[src/rtl/vpifo_pkg.sv]
package vpifo_pkg;

  localparam int unsigned PTW_DEF       = 16;
  localparam int unsigned MTW_DEF       = 0;
  localparam int unsigned LEVEL_DEF     = 4;
  localparam int unsigned TREE_NUM_DEF  = 4;
  localparam int unsigned POP_LAT_DEF   = 2;
  localparam int unsigned BACKOFF_DEF   = 4;
  localparam int unsigned RETRY_MAX_DEF = 3;

  localparam int unsigned DW            = MTW_DEF + PTW_DEF;
  localparam int unsigned TREE_NUM_BITS = $clog2(TREE_NUM_DEF);
  localparam int unsigned LEVEL_BITS    = $clog2(LEVEL_DEF);

  localparam logic [DW-1:0] ALL_ONES = '1;

  typedef struct packed {
    logic                     valid;
    logic [TREE_NUM_BITS-1:0] tree_id;
  } inflight_t;

  function automatic int unsigned root_of(input int unsigned id, input int unsigned level);
    return id & (level - 1);
  endfunction

endpackage

[src/rtl/rr_arbiter.sv]
module rr_arbiter
  import vpifo_pkg::*;
#(
  parameter int unsigned N     = TREE_NUM_DEF,
  parameter int unsigned IDX_W = (N > 1) ? $clog2(N) : 1
) (
  input  logic [N-1:0]     req,
  input  logic [IDX_W-1:0] ptr,
  output logic [N-1:0]     grant,
  output logic [IDX_W-1:0] idx,
  output logic             any
);

  logic [IDX_W-1:0] cand;

  // N is a power of two, so the IDX_W-bit add wraps the search modulo N.
  always_comb begin
    grant = '0;
    idx   = '0;
    any   = 1'b0;
    cand  = '0;
    for (int unsigned i = 0; i < N; i++) begin
      cand = ptr + IDX_W'(i);
      if (!any && req[cand]) begin
        any         = 1'b1;
        grant[cand] = 1'b1;
        idx         = cand;
      end
    end
  end

endmodule

[src/rtl/vpifo_req_sched.sv]
module vpifo_req_sched
  import vpifo_pkg::*;
#(
  parameter int unsigned PTW       = PTW_DEF,
  parameter int unsigned MTW       = MTW_DEF,
  parameter int unsigned LEVEL     = LEVEL_DEF,
  parameter int unsigned TREE_NUM  = TREE_NUM_DEF,
  parameter int unsigned POP_LAT   = POP_LAT_DEF,
  parameter int unsigned BACKOFF   = BACKOFF_DEF,
  parameter int unsigned RETRY_MAX = RETRY_MAX_DEF,
  localparam int unsigned DATA_W   = MTW + PTW,
  localparam int unsigned ID_W     = (TREE_NUM > 1) ? $clog2(TREE_NUM) : 1
) (
  input  logic                       i_clk,
  input  logic                       i_arst_n,
  input  logic [TREE_NUM-1:0]        i_req_valid,
  input  logic [TREE_NUM-1:0]        i_req_pop,
  input  logic [TREE_NUM*DATA_W-1:0] i_req_data,
  output logic [TREE_NUM-1:0]        o_req_ready,
  output logic [ID_W-1:0]            o_tree_id,
  output logic                       o_push,
  output logic [DATA_W-1:0]          o_push_data,
  output logic                       o_pop,
  input  logic                       i_task_fail,
  input  logic [DATA_W-1:0]          i_pop_data,
  output logic                       o_resp_valid,
  output logic [ID_W-1:0]            o_resp_tree_id,
  output logic [DATA_W-1:0]          o_resp_data,
  output logic                       o_resp_empty,
  output logic                       o_drop,
  output logic [ID_W-1:0]            o_drop_tree_id
);

  localparam int unsigned LV_W = (LEVEL > 1) ? $clog2(LEVEL) : 1;
  localparam int unsigned RC_W = $clog2(RETRY_MAX + 1);
  localparam int unsigned MK_W = $clog2(BACKOFF + 1);

  typedef struct packed {
    logic            valid;
    logic [ID_W-1:0] tree_id;
  } track_t;

  logic [ID_W-1:0]     ptr;
  logic [MK_W-1:0]     mask_cnt  [LEVEL];
  logic [RC_W-1:0]     retry_cnt [TREE_NUM];
  track_t              track     [POP_LAT];

  logic [TREE_NUM-1:0] eligible;
  logic [TREE_NUM-1:0] gnt_oh;
  logic [ID_W-1:0]     gnt_idx;
  logic                gnt_any;
  logic                gnt_pop;
  logic [DATA_W-1:0]   gnt_data;
  logic [LV_W-1:0]     gnt_root;
  logic                accept;
  logic                fail_hit;
  logic                at_max;
  logic [RC_W-1:0]     retry_inc;

  // Eligibility is gated by reset so no port strobe leaks out while held in reset.
  always_comb begin
    eligible = '0;
    for (int unsigned t = 0; t < TREE_NUM; t++) begin
      eligible[t] = i_arst_n && i_req_valid[t] &&
                    (mask_cnt[LV_W'(root_of(t, LEVEL))] == '0);
    end
  end

  rr_arbiter #(
    .N     (TREE_NUM),
    .IDX_W (ID_W)
  ) u_arb (
    .req   (eligible),
    .ptr   (ptr),
    .grant (gnt_oh),
    .idx   (gnt_idx),
    .any   (gnt_any)
  );

  always_comb begin
    gnt_data = '0;
    gnt_pop  = 1'b0;
    for (int unsigned t = 0; t < TREE_NUM; t++) begin
      if (gnt_idx == ID_W'(t)) begin
        gnt_data = i_req_data[t*DATA_W +: DATA_W];
        gnt_pop  = i_req_pop[t];
      end
    end
    gnt_root  = LV_W'(root_of(32'(gnt_idx), LEVEL));
    accept    = gnt_any && !i_task_fail;
    fail_hit  = gnt_any && i_task_fail;
    retry_inc = retry_cnt[gnt_idx] + 1'b1;
    at_max    = fail_hit && (retry_inc == RC_W'(RETRY_MAX));
  end

  always_comb begin
    o_req_ready    = (accept || at_max) ? gnt_oh : '0;
    o_tree_id      = gnt_any ? gnt_idx : '0;
    o_push         = gnt_any && !gnt_pop;
    o_pop          = gnt_any && gnt_pop;
    o_push_data    = gnt_any ? gnt_data : '0;
    o_drop         = at_max;
    o_drop_tree_id = at_max ? gnt_idx : '0;
    o_resp_valid   = track[POP_LAT-1].valid;
    o_resp_tree_id = track[POP_LAT-1].valid ? track[POP_LAT-1].tree_id : '0;
    o_resp_data    = track[POP_LAT-1].valid ? i_pop_data : '0;
    o_resp_empty   = track[POP_LAT-1].valid && (&i_pop_data);
  end

  // A fail below the retry limit parks the pointer on the failing tenant so it
  // is first in line once its root unmasks.
  always_ff @(posedge i_clk or negedge i_arst_n) begin
    if (!i_arst_n) begin
      ptr <= '0;
      for (int unsigned l = 0; l < LEVEL; l++) mask_cnt[l] <= '0;
      for (int unsigned t = 0; t < TREE_NUM; t++) retry_cnt[t] <= '0;
      for (int unsigned i = 0; i < POP_LAT; i++) track[i] <= '0;
    end else begin
      if (gnt_any) begin
        ptr <= (accept || at_max) ? gnt_idx + 1'b1 : gnt_idx;
      end
      for (int unsigned l = 0; l < LEVEL; l++) begin
        if (fail_hit && (gnt_root == LV_W'(l))) begin
          mask_cnt[l] <= MK_W'(BACKOFF);
        end else if (mask_cnt[l] != '0) begin
          mask_cnt[l] <= mask_cnt[l] - 1'b1;
        end
      end
      if (accept || at_max) begin
        retry_cnt[gnt_idx] <= '0;
      end else if (fail_hit) begin
        retry_cnt[gnt_idx] <= retry_inc;
      end
      track[0].valid   <= accept && gnt_pop;
      track[0].tree_id <= gnt_idx;
      for (int unsigned i = 1; i < POP_LAT; i++) track[i] <= track[i-1];
    end
  end

endmodule
[config.mk]
export PLATFORM = sky130hd
export DESIGN_NAME = vpifo_req_sched
export DESIGN_NICKNAME = d
export VERILOG_FILES = /design/src/rtl/vpifo_pkg.sv /design/src/rtl/rr_arbiter.sv /design/src/rtl/vpifo_req_sched.sv
export SDC_FILE = /design/constraint.sdc
export NUM_CORES = 1
export LEC_CHECK = 0
export CORE_MARGIN = 2
export CORE_UTILIZATION = 59
export DETAILED_ROUTE_END_ITERATION = 10
export DONT_BUFFER_PORTS = 1
export HOLD_SLACK_MARGIN = 0.05
export PLACE_DENSITY = 0.72
export SLEW_MARGIN = 30
export SYNTH_ARGS = -nofsm -noshare
export SYNTH_HDL_FRONTEND = slang
export SYNTH_HIERARCHICAL = 1
export SYNTH_SLANG_ARGS = --single-unit
[constraint.sdc]
create_clock -name i_clk -period 12.02 [get_ports i_clk]
set_input_delay 3.606 -clock i_clk [delete_from_list [all_inputs] [get_ports i_clk]]
set_output_delay 3.606 -clock i_clk [all_outputs]
set_load 0.03 [all_outputs]
==> reports/results.txt <==
vias per std cell: 6.47
final-report hold violation count: 0
sequential share of the synthesized area: 24.8%
total wire length: 6530 µm
share of flip-flops with an asynchronous set or reset: 100%
net count after synthesis: 438
Layout Area Growth over Synthesis: 2.03%
peak per-stage delay on the critical path: 0.63 ns
library cells used by synthesis: 49
starting density of the core: 60.7%
kind of capture point of the worst setup path: output port
footprint of the multi-input gates: 0.00186 mm²
element type at the critical path start: primary input
count of synthesis-stage warnings from yosys: 6
Core Box Area: 0.00466 mm²
final net count: 430
type of the worst setup path: in -> out
TritonRoute pass-1 iters: 5
fraction of synthesized cell area in xor and xnor cells: 1.55%
hold worst-path end: track[0]
setup TNS: 0 ns
clock tree from TritonCTS: yes
cell occurring most often along the worst timing path: nor2_1
Buffers on Ports: 0
clock root buffer master: clkbuf_8
Num Clock Sinks: 28
average cell area after synthesis: 8.60 µm²
Chip Width: 73.2 µm
share of the synthesized area in the top cell type: 24.8%
arrival time worst endpoint: 6.98 ns
RSZ-0062 raised after global routing: no
slew of the pin with the lowest slew margin: 0.714 ns
dominant combinational cell family by area after synthesis: simple AND/OR/NAND/NOR gates
post-synthesis share of cell area spent on and, or, nand and nor gates: 24.4%
status: complete, no violations
final worst setup slack: 1.44 ns
via count of the first global-routing pass: 2223
most instantiated flip-flop cell in the synthesis netlist: dfrtp_1
Die Ht: 73.2 µm
Inserted Diodes: 0
Mapped Area: 0.00283 mm²
overall die area: 0.00536 mm²
total power divided by cell area: 279 mW/mm²
count of pins over their slew limit: 0
worst min-delay path startpoint: track[3]
first-pass GRT wire length: 10300 µm
number of antenna violations at the first check in global routing: 0
violation count after the first detailed-route iteration: 142
largest net degree at the start of global routing: 37
setup slack at placement: 1.42 ns
commonest non-fill, non-tap cell in the layout: inv_1
gpl congestion: 0.820
Setup Skew: 0.00548 ns
number of antenna-violating nets in the routed design: 0
Reg area: 701 µm²
peak clock frequency supported by timing: 0.0945 GHz
fraction of layout cells with a size suffix above 1: 12.2%
main area contributors after synthesis: dfrtp_1 (25%), ha_1 (8.0%), a221o_1 (5.7%)
later-pin clock latency in the skew report: 0.27 ns
Tot GR Track Use: 24.0%
critical register-to-register path startpoint: ptr[0]
time the worst path needs with I/O delays and setup: 10.58 ns
Critical Path RT: 8.41 ns
critical path peak fanout: 19
cells traversed along the worst timing path: nand2_1, nor2_1, mux4_2, nor4b_4, nor2_1, a32o_1, inv_1, ha_1, nand3b_1, a221o_1, a21boi_1
FF-to-FF setup slack: 7.91 ns
total power consumption of the routed design: 0.000807 W
final cell utilization of the core: 61.9%
HPWL after detailed placement: 4970 µm
Reg-to-Reg End: track[5]
Post-synth EDFFs: 0
Reg2Reg Depth: 11
highest-count cells in the layout ignoring fill and taps: inv_1 (33), nand2_1 (30), dfrtp_1 (28)
GR met2 Demand/Resource: 42.0%
adder-cell share of the synthesized area: 7.96%
Compound-Gate Fraction of Synth Area: 23.1%
postcts setup bufs: 0
ratio of final minimum period to clock period: 88.1%
Post-CTS Hold Buffers: 0
Longest Clk Path Bufs: 2
type of the tightest min-delay check: reg -> reg
number of filler instances in the final layout: 398
Leak Pwr: 1.29 nW
number of gates given a new drive strength after cts: 0
per-cell routed wire length: 17.5 µm
final global-route overflow total: 0
H-tree Lvls: 1
synthesized instance count: 329
setup-violating endpoint count in the final report: 0
clock input transition at the sequential cells of the worst setup and hold paths: 0.10 ns
# DRC: 0
post-synth top area cell: dfrtp_1
post-synthesis mux area share: 8.45%
I/O pin count: 138
number of flip-flops and latches in the synthesized netlist: 28
VDD IR-drop max: 0.000197 V
DR vias: 2420
GRT Max-Usage Layer: met2
fraction of met3 tracks used by global routing: 3.31%
number of max-cap violations: 0
floorplan row count: 25
normalized max-slew margin: 52.4%
slowest library cell on the worst path: mux4_2
met1 usage in global routing: 32.4%
clock buffer count from CTS: 3
WHS Path Cells: 0
Fin Hold WS: 0.380 ns
worst max-delay path by stage:
stage,start,end,slack (ns),cells past startpoint
floorplan,i_req_valid[3],o_push_data[1],1.42,11
global placement,i_req_valid[2],o_push_data[10],1.20,11
detailed placement,i_req_valid[2],o_push_data[3],1.42,11
CTS,i_req_valid[2],o_push_data[3],1.41,11
global route,i_req_valid[2],o_push_data[11],1.14,11
finish,i_req_valid[2],o_push_data[3],1.44,11
flip-flops by register name, summed over array words and instances, names as in the netlist:
| signal | count |
|---|---|
| o_resp_valid | 1 |
| track | 5 |
| mask_cnt | 12 |
| retry_cnt | 8 |
| ptr | 2 |
cell families (layout without fill, tap and decap cells):
logic type / after synthesis / in the layout
buffers and inverters: 55 / 46
muxes: 16 / 16
adders and majority gates: 18 / 18
DFF: 28 / 28
AOI/OAI and AO/OA: 86 / 86
xor gates and xnor gates: 5 / 5
and+or+nand+nor: 121 / 121
cell type report:
class	count	area share, %
Clock inverter	1	1.04
Inverter	33	4.29
Multi-Input combinational cell	246	64.3
Clock buffer	3	1.43
Tap cell	54	2.34
Sequential cell	28	24.3
Timing Repair Buffer	9	2.34
per-stage QoR:
step	instances	cell area, µm²
finish	374	2890
global route	374	2890
CTS	374	2890
detailed placement	370	2820
global placement	370	2810
floorplan	329	2830
synth_stat cells (all sizes together), types with 4 or more instances:
library cell / n
nand3b: 16
dfrtp: 28
clkbuf: 12
a221o: 16
and2: 22
mux2i: 4
o21ai: 13
xnor2: 5
ha: 18
a22oi: 8
a21oi: 21
buf: 10
nor2: 20
inv: 33
a211oi: 4
mux2: 7
mux4: 5
nand2: 30
a21boi: 16
nand2b: 8
and3: 9
routing by layer:
| layer | share of wire (%) | routed length [µm] |
|---|---|---|
| met3 | 5.0 | 325 |
| met5 | 0 | 0 |
| met1 | 45 | 2920 |
| met2 | 50 | 3260 |
| met4 | 0.41 | 27 |
power breakdown:
part | leakage, nW | switching, W | internal (W)
Sequential | 0.356 | 0.0000379 | 0.000136
Clock | 0.0357 | 0.0000295 | 0.0000446
Combinational | 0.898 | 0.000330 | 0.000229
Total | 1.29 | 0.000397 | 0.000410
worst max-delay path, delay by kind of cell:
family	cells	cell delay, ns
buffers and inverters	1	0.13
and+or+nand+nor	5	0.79
AOI/OAI and AO/OA	3	1.18
muxes	1	0.63
adders and majority gates	1	0.62
Note: power is estimated with default switching activity, not from simulation.
==> edit (same flow settings) <==
Change the package constant `RETRY_MAX_DEF` from 3 to 2.
--- a/src/rtl/vpifo_pkg.sv
+++ b/src/rtl/vpifo_pkg.sv
@@ -8,3 +8,3 @@
   localparam int unsigned BACKOFF_DEF   = 4;
-  localparam int unsigned RETRY_MAX_DEF = 3;
+  localparam int unsigned RETRY_MAX_DEF = 2;
 
Function: changed (Yosys sat finds a counterexample within 10 cycles, from zero or initial values and one cycle with i_arst_n low).
==> edit against the original RTL <==
  * Cell count decreased by 1.3%
  * Worst setup slack got worse by 0.081 ns
  * Wire length increased by 0.46%
  * Critical path type unchanged
  * Critical endpoint is now o_push_data[7]
  * Power decreased by 2.4%
  * Non-clock buffer count decreased by 3
  * Sequential cell count unchanged
  * Maximum frequency decreased by 0.76%
  * Via count decreased by 1.1%
  * Highest routed layer unchanged
  * Clock power decreased by 2%
  * Area after synthesis decreased by 1.9%
  * Die area decreased by 1.8%
  * Final area decreased by 2.1%
  * Combinational power decreased by 3%
==> edit: results <==
set metrics [dict create \
    whs_ns 0.3642 \
    wl_met1_um 2664 \
    power_clock_w 0.0000724 \
    synthCells 330 \
    yosysSeqAreaShare 0.2525 \
    wl_met3_um 436 \
    placed_cells 365 \
    hp-start "track[4]" \
    firstDrtPassIters 4 \
    placed_area_um2 2753 \
    area_growth_pct 1.848 \
    path_max_fanout 32 \
    drive_gt1_frac 0.07256 \
    synth.area.top_cells "dfrtp_1, ha_1, a221o_1" \
    drt_iter0_drc 124 \
    p_comb_w 0.000542 \
    slew_headroom 0.5232 \
    critPathArrivalTime_ns 7.06 \
    grt_pass1_vias 2224 \
    wl_per_cell_um 17.77 \
    grt_pass1_wl_um 10200 \
    p_sw_w 0.0003891 \
    p_leak_nw 1.275 \
    synth_common_cells "inv_1, nand2_1, dfrtp_1" \
    globalRouteTotalUtil 0.2409 \
    r2r_setup_slack_ns 7.88 \
    wl_um 6558 \
    place.gp.congestion 0.8116 \
    viasPerCell 6.488 \
    syn_nets 439 \
    outcome "finished, final reports clean" \
    synth.distinct_cells 43 \
    dpl.hpwl_um 5014 \
]
## edit: stage by stage
| step | util | total power (W) | setup WS, ns |
|---|---|---|---|
| after floorplan | - | 0.0006465 | 1.884 |
| after detailed placement | 0.6194 | 0.0007171 | 1.038 |
| after global placement | 0.6194 | 0.0007009 | 1.230 |
| final | 0.6360 | 0.0007870 | 1.355 |
| after CTS | 0.6354 | 0.0007925 | 1.031 |
| after global routing | 0.6360 | 0.0008552 | 1.141 |
## edit: final cells by class
cell class                      count  area share
Clock buffer                        3     0.01461
Clock inverter                      1     0.01062
Inverter                           34     0.04515
Multi-Input combinational cell    245      0.6428
Sequential cell                    28      0.2479
Tap cell                           52     0.02302
Timing Repair Buffer                6     0.01594
## edit: cells by family (layout without fill, tap and decap cells)
group,after synthesis,count (layout),share of synthesized area
simple gates,120,120,0.2439
compound gates,85,85,0.2236
buf+inv,57,44,0.09377
flops,28,28,0.2525
fa+ha+maj,18,18,0.08116
mux,17,17,0.08927
xor+xnor,5,5,0.01578
## edit: worst max-delay path: stages
cell and delay (ns):
nand2_1 0.04, nor2_1 0.08, mux4_2 0.63, nor4b_4 0.43, nor2_1 0.10, a32o_1 0.35
inv_1 0.15, ha_1 0.62, nand3b_1 0.16, a221o_1 0.31, a21boi_1 0.55
## edit: how the worst max path moves through the flow
stage	startpoint	endpoint	cells past startpoint
6_report	i_arst_n	o_push_data[7]	11
5_1_grt	i_arst_n	o_push_data[7]	11
4_1_cts	i_req_valid[2]	o_push_data[15]	11
3_5_place_dp	i_arst_n	o_push_data[15]	11
3_3_place_gp	i_req_valid[3]	o_push_data[7]	11
2_1_floorplan	i_req_valid[3]	o_drop_tree_id[0]	11
## edit: metal layers
layer	GRT usage	up-vias
met4	0.04527	0
met2	0.4394	107
met1	0.3030	1147
li1	-	1136
met3	0.03729	4
met5	0	-
